==> config.mk <==
export PLATFORM = sky130hd
export DESIGN_NAME = fifo_wr_arbiter
export DESIGN_NICKNAME = d
export VERILOG_FILES = /design/src/rtl/fifo_wr_arbiter.sv
export SDC_FILE = /design/constraint.sdc
export NUM_CORES = 1
export LEC_CHECK = 0
export CORE_MARGIN = 8
export CORE_UTILIZATION = 43
export DETAILED_ROUTE_END_ITERATION = 8
export PLACE_DENSITY = 0.85
export SLEW_MARGIN = 0
export SYNTH_ARGS = -nofsm -noshare
export SYNTH_HDL_FRONTEND = slang
export SYNTH_SLANG_ARGS = --single-unit
==> constraint.sdc <==
create_clock -name i_clk -period 4.18 [get_ports i_clk]
set_input_delay 0.627 -clock i_clk [delete_from_list [all_inputs] [get_ports i_clk]]
set_output_delay 0.627 -clock i_clk [all_outputs]
set_load 0.03 [all_outputs]
==> src/rtl/fifo_wr_arbiter.sv <==
// Round-robin arbiter sharing the aFIFO write port between NUM_REQ producers.
// A grant covers one burst; words pass straight through with zero latency while granted.

`ifndef bitLength
`define bitLength 8
`endif

module fifo_wr_arbiter #(
  parameter int NUM_REQ   = 4,
  parameter int DATA_W    = `bitLength,
  parameter int MAX_BURST = 4,
  localparam int OW       = $clog2(NUM_REQ)
) (
  input  logic                      i_clk,
  input  logic                      i_rst_n,
  input  logic [NUM_REQ-1:0]        i_req,
  input  logic [NUM_REQ-1:0]        i_last,
  input  logic [NUM_REQ*DATA_W-1:0] i_data,
  output logic [NUM_REQ-1:0]        o_ack,
  input  logic                      i_wfull,
  output logic                      o_wr,
  output logic [DATA_W-1:0]         o_wdata,
  output logic [OW-1:0]             o_owner,
  output logic                      o_busy
);

  localparam logic [0:0] IDLE  = 1'b0;
  localparam logic [0:0] GRANT = 1'b1;

  logic [0:0]         state_r;
  logic [OW-1:0]      owner_r;
  logic [OW-1:0]      last_owner_r;
  logic [7:0]         beat_r;

  logic               busy_s;
  logic               any_req_s;
  logic               owner_req_s;
  logic               owner_last_s;
  logic               accept_s;
  logic               burst_done_s;
  logic [8:0]         beat_inc_s;
  logic [OW-1:0]      pick_s;
  logic [DATA_W-1:0]  owner_data_s;
  logic [NUM_REQ-1:0] ack_s;

  // Cyclic search for the next requester, starting just after the previous owner
  always_comb begin : rr_pick
    int            sum_v;
    logic          found_v;
    logic [OW-1:0] idx_v;
    pick_s  = '0;
    found_v = 1'b0;
    sum_v   = 0;
    idx_v   = '0;
    for (int i = 1; i <= NUM_REQ; i++) begin
      sum_v = int'(last_owner_r) + i;
      if (sum_v >= NUM_REQ) begin
        sum_v = sum_v - NUM_REQ;
      end else begin
        sum_v = sum_v;
      end
      idx_v = sum_v[OW-1:0];
      if (!found_v && i_req[idx_v]) begin
        found_v = 1'b1;
        pick_s  = idx_v;
      end else begin
        found_v = found_v;
      end
    end
  end

  assign any_req_s    = |i_req;
  assign busy_s       = (state_r == GRANT);
  assign owner_req_s  = i_req[owner_r];
  assign owner_last_s = i_last[owner_r];
  assign owner_data_s = i_data[int'(owner_r)*DATA_W +: DATA_W];
  assign accept_s     = busy_s & owner_req_s & ~i_wfull;
  assign beat_inc_s   = {1'b0, beat_r} + 9'd1;
  // A last flag coinciding with the beat limit still yields a single burst end
  assign burst_done_s = owner_last_s | (beat_inc_s == 9'(MAX_BURST));

  // One-hot acknowledge to the current owner on an accepted word
  always_comb begin
    ack_s          = '0;
    ack_s[owner_r] = accept_s;
  end

  assign o_wr    = accept_s;
  assign o_wdata = accept_s ? owner_data_s : '0;
  assign o_ack   = ack_s;
  assign o_owner = owner_r;
  assign o_busy  = busy_s;

  // Arbitration state, grant holder and burst beat counting
  always_ff @(posedge i_clk) begin
    if (!i_rst_n) begin
      state_r      <= IDLE;
      owner_r      <= '0;
      last_owner_r <= OW'(NUM_REQ - 1);
      beat_r       <= 8'd0;
    end else begin
      case (state_r)
        IDLE: begin
          if (any_req_s) begin
            owner_r <= pick_s;
            beat_r  <= 8'd0;
            state_r <= GRANT;
          end
        end
        GRANT: begin
          if (!owner_req_s) begin
            // withdrawal forfeits the turn
            last_owner_r <= owner_r;
            state_r      <= IDLE;
          end else if (!i_wfull) begin
            beat_r <= beat_inc_s[7:0];
            if (burst_done_s) begin
              last_owner_r <= owner_r;
              state_r      <= IDLE;
            end
          end
        end
        default: begin
          state_r <= IDLE;
        end
      endcase
    end
  end

endmodule
==> results of run 1 <==
==> through the flow <==
stage | power (mW) | area, um2 | util
6_report | 0.391 | 1780 | 0.662
5_1_grt | 0.412 | 1780 | 0.662
4_1_cts | 0.392 | 1780 | 0.662
3_5_place_dp | 0.316 | 1750 | 0.653
3_3_place_gp | 0.311 | 1750 | 0.653
2_1_floorplan | 0.246 | 1190 | -
==> logic make-up (layout without fill, tap and decap cells) <==
| group | Yosys count | in the layout | synth area share |
|---|---|---|---|
| simple gates | 56 | 56 | 0.270 |
| mux | 13 | 13 | 0.231 |
| compound gates | 31 | 31 | 0.181 |
| flops | 13 | 13 | 0.219 |
| fa+ha+maj | 2 | 2 | 0.0211 |
| buf+inv | 17 | 69 | 0.0706 |
| xor+xnor | 1 | 1 | 0.00738 |
==> where the power goes <==
group	switching, mW	internal, mW
registers	0.0118	0.131
clock network	0.0411	0.0370
logic	0.0758	0.0950
==> layer usage <==
metal,up-vias,global-route usage,part of all wire
met5,-,0,0
met4,0,0.0332,0.0073
met3,5,0.0517,0.060
met2,49,0.328,0.56
met1,617,0.182,0.37
li1,612,-,-
==> cell usage in the layout (no fill, tap or decap), drive strengths merged, types with 3 or more instances in the layout <==
master	n
nor3	3
o21ai	7
o22ai	3
nand2	6
clkbuf	4
dfxtp	13
mux4	10
clkdlybuf4s50	58
mux2i	3
nor2	17
and3	12
inv	6
a21boi	3
a21oi	8
==> flip-flops by register name (all words and copies together), names as in the netlist <==
signal	count
last_owner_r	2
beat_r	8
o_busy	1
o_owner	2
==> worst min-delay path by stage <==
stage | endpoint
after floorplan | beat_r[7]
after global placement | beat_r[7]
after detailed placement | beat_r[7]
after CTS | beat_r[7]
after global routing | beat_r[7]
final | beat_r[7]
==> final cells by class <==
class | count | area (um2) | area share
clock buffers | 4 | 26.3 | 0.0148
inverters | 6 | 22.5 | 0.0127
multi-input cells | 103 | 843 | 0.474
flip-flops and latches | 13 | 260 | 0.146
well taps | 31 | 38.8 | 0.0218
repair buffers | 59 | 588 | 0.331
==> results.cfg, run 1 <==
[logic_synthesis]
syn_area_um2 = 1190
yosys_register_bits = 13
synth_nets = 178
yosys-top-cells-area = dfxtp_1, mux4_1, mux4_2
yosysSeqAreaShare = 0.219
yosysMostFrequentCell = nor2_1
synthTopCellsByCount = nor2_1, dfxtp_1, and3_1
synth_edf_count = 0
ys_async_sr_fraction = 0
syn_inst = 133
synth.distinct_cells = 47
synth_flop_cell = dfxtp_1
yosys.area.top_type_share = 0.219
synth_largest_area_cell = dfxtp_1
synth.avg_cell_area_um2 = 8.93
yosys_warnings = 0

[floorplanning]
fp-row-count = 19
die_y_um = 68.6
initial_core_util = 0.442
ios = 59
core-area_um2 = 2690
dieWidth_um = 68.6
die_area_um2 = 4700

[sta]
final-max-slew-violation-count = 0
whs_ps = 511
finalCritPeriodShare = 0.846
rsz0062_at_grt = false
slew_headroom = 0.533
min_period_ps = 3540
finalSetupViolCount = 0
max_freq_ghz = 0.283
fin_setup_tns_ps = 0
hold_violations = 0
fin_worst_skew_ps = 4.75
worst_pin_slew_ps = 695
fin_ws_ps = 645

[worst_hold_path]
whs_path_depth = 1
min_path_type = reg -> reg
holdCritStartpoint = beat_r[7]

[worst_setup_path]
path_class = in -> out
worst_ep_required_time_ps = 3550
worst-path-buf-inv = 3
crit_path_end = o_ack[3]
crit_cells = 6
critPathSlowestCell = mux4_2
reg2regPathDepth = 6
arrival_ps = 2910
crit_chain = clkdlybuf4s50_1 > mux4_2 > nand2_2 > inv_2 > and3_1 > clkdlybuf4s50_1
crit_fanout = 12
timing.rr.end = beat_r[3]
worstSetupStartpointType = primary input
crit_top_cell = clkdlybuf4s50_1
rr_startpoint = o_owner[1]
max_stage_delay_ps = 620
cpLargestDelayFamily = buffers and inverters
endpoint_kind = output pin
r2r_slack_ps = 2060
cp-startpoint = i_req[3]

[detailed_routing]
vias = 1283
wl_per_cell_um = 17.8
postRouteAntennaNets = 0
drc = 0
dr.pass1.iters = 4
drt-total-wl_um = 3850
drtIter0Drc = 148
vias_per_cell = 5.94

[clock_tree]
clk_path_buf_depth = 2
ctsHoldBuffers = 0
ctsResizeCount = 0
clock_latency_ps = 280
cts_tree = built
clkSinkCount = 13
clk_pin_slew_worst_paths_ps = 80
htree_levels = 1
root_buffer = clkbuf_4
post-cts-setup-buffers = 0
cts_inserted_buffers = 3

[run_status]
outcome = completed

[power_and_ir_drop]
p_leak_nw = 0.689
power_density_nw_per_um2 = 220
peakVddDrop_uv = 224

[grt]
overflow = 0
grtUsageTotal = 0.172
grt_max_degree = 18
grt_antenna_before_repair = 0
grt_pass1_vias = 1276
grt_pass1_wl_um = 6130

[final_layout]
syn_to_final_growth_pct = 49.8
n_fill_cell = 226
diodes = 0
stdcell_count = 216
drive_above_1_share = 0.103
fin_nets = 231

[placed_design]
dpl.hpwl_um = 3150
numPortBuffers = 58
placed_cells = 212
place_congestion = 0.897
post-place-ws_ps = 664

[run]
cap_violations = 0
No activity file was read; power rests on OpenSTA's default activity.
==> inputs of run 2 (changes only) <==
Settings changed: CORE_UTILIZATION 43 to 40, PLACE_DENSITY 0.85 to 0.8.
Clock period 4.18 ns to 3.45 ns, I/O delays scaled along.
==> run 2 against run 1 <==
Effect of this change:
- critical path depth unchanged
- global-route usage decreased by 2.4 points
- clock skew grew 12 ps
- core utilization is 1.7 points lower
==> results.cfg, run 2 (synthesis gave the netlist of run 1 again) <==
[run_status]
outcome = completed

[sta]
rsz0062_at_grt = false
max_freq_ghz = 0.307
fin_worst_skew_ps = 17.0
finalCritPeriodShare = 0.944
fin_ws_ps = 192
slew_headroom = 0.503
finalSetupViolCount = 0
hold_violations = 0
fin_setup_tns_ps = 0
min_period_ps = 3260
worst_pin_slew_ps = 738
whs_ps = 521
final-max-slew-violation-count = 0

[floorplanning]
ios = 59
die_area_um2 = 4970
core-area_um2 = 2780
dieWidth_um = 70.5
initial_core_util = 0.427
fp-row-count = 19
die_y_um = 70.5

[placed_design]
placed_cells = 214
dpl-instance-area_um2 = 1770
post-place-ws_ps = 205
numPortBuffers = 58
place_congestion = 0.895
dpl.hpwl_um = 3220

[final_layout]
diodes = 0
drive_above_1_share = 0.112
finalInstanceArea_um2 = 1790
syn_to_final_growth_pct = 51.1
regMostFlops = beat_r
stdcell_count = 218
final_common_cell = clkdlybuf4s50_1
largest_register_ffs = 8
fin_nets = 233
mostFrequentLayoutCells = clkdlybuf4s50_1, nor2_1, dfxtp_1, and3_1, a21oi_1
final_util = 0.645

[worst_setup_path]
endpoint_kind = output pin
cp-startpoint = i_req[3]
arrival_ps = 2740
rr_startpoint = o_owner[0]
timing.rr.end = o_busy
crit_fanout = 12
path_class = in -> out
crit_path_end = o_ack[1]
worst_ep_required_time_ps = 2930
r2r_slack_ps = 1580
reg2regPathDepth = 5
worstSetupStartpointType = primary input

[clock_tree]
clk_path_buf_depth = 2
cts_inserted_buffers = 3
clk_pin_slew_worst_paths_ps = 100
htree_levels = 1
clkSinkCount = 13
ctsHoldBuffers = 0
ctsResizeCount = 0
post-cts-setup-buffers = 0
cts_tree = built
clock_latency_ps = 290
root_buffer = clkbuf_4

[detailed_routing]
drc = 0
vias_per_cell = 5.85
vias = 1276
drt-total-wl_um = 3880
dr.pass1.iters = 4
drtIter0Drc = 82
postRouteAntennaNets = 0
wl_per_cell_um = 17.8

[grt]
grtUsageTotal = 0.148
grt_antenna_before_repair = 0
grt_max_degree = 17
grt_pass1_wl_um = 6020
grt_pass1_vias = 1241
overflow = 0

[run]
cap_violations = 0

[power_and_ir_drop]
peakVddDrop_uv = 245
p_leak_nw = 0.698
power_density_nw_per_um2 = 270
total_power_mw = 0.485

[worst_hold_path]
min_path_type = reg -> reg
[run 2: changes by cell type in the layout (fill, tap and decap cells not counted)]
cell,change
buf_4,+2
[run 2: critical path: stages]
cell	delay [ps]
clkdlybuf4s50_1	550
mux4_2	390
nand2_2	140
buf_4	190
nor3b_1	220
clkdlybuf4s50_1	720
[run 2: how the worst min path moves through the flow]
stage / startpoint / to / slack (ps) / depth (start not counted)
floorplan: beat_r[7] / beat_r[7] / 460 / 1
global placement: beat_r[7] / beat_r[7] / 490 / 1
detailed placement: beat_r[7] / beat_r[7] / 500 / 1
CTS: beat_r[7] / beat_r[7] / 520 / 1
global route: beat_r[7] / beat_r[7] / 570 / 1
finish: beat_r[7] / beat_r[7] / 520 / 1
[run 2: where the power goes]
| part | total (mW) | internal [mW] | switching (mW) |
|---|---|---|---|
| registers | 0.169 | 0.158 | 0.0109 |
| clock network | 0.0997 | 0.0449 | 0.0548 |
| logic | 0.216 | 0.117 | 0.0987 |
[run 2: final cells by class]
class / instances / area [um2]
well taps: 31 / 38.8
multi-input cells: 103 / 843
flip-flops and latches: 13 / 260
repair buffers: 61 / 603
clock buffers: 4 / 26.3
fillers: 237 / 987
inverters: 6 / 22.5
[run 2: metal layers]
layer,up-vias,wire length (um),GRT usage
met3,10,155,0.0410
met2,43,2150,0.278
met4,0,51,0.0491
met5,-,0,0
met1,606,1530,0.153
li1,617,-,-
==> inputs of run 3 (changes only) <==
Settings changed: SKIP_CTS_REPAIR_TIMING set to 1, SKIP_LAST_GASP set to 1.
==> results of run 3 <==
Final layout, timing and power as in run 2 (identical DEF).
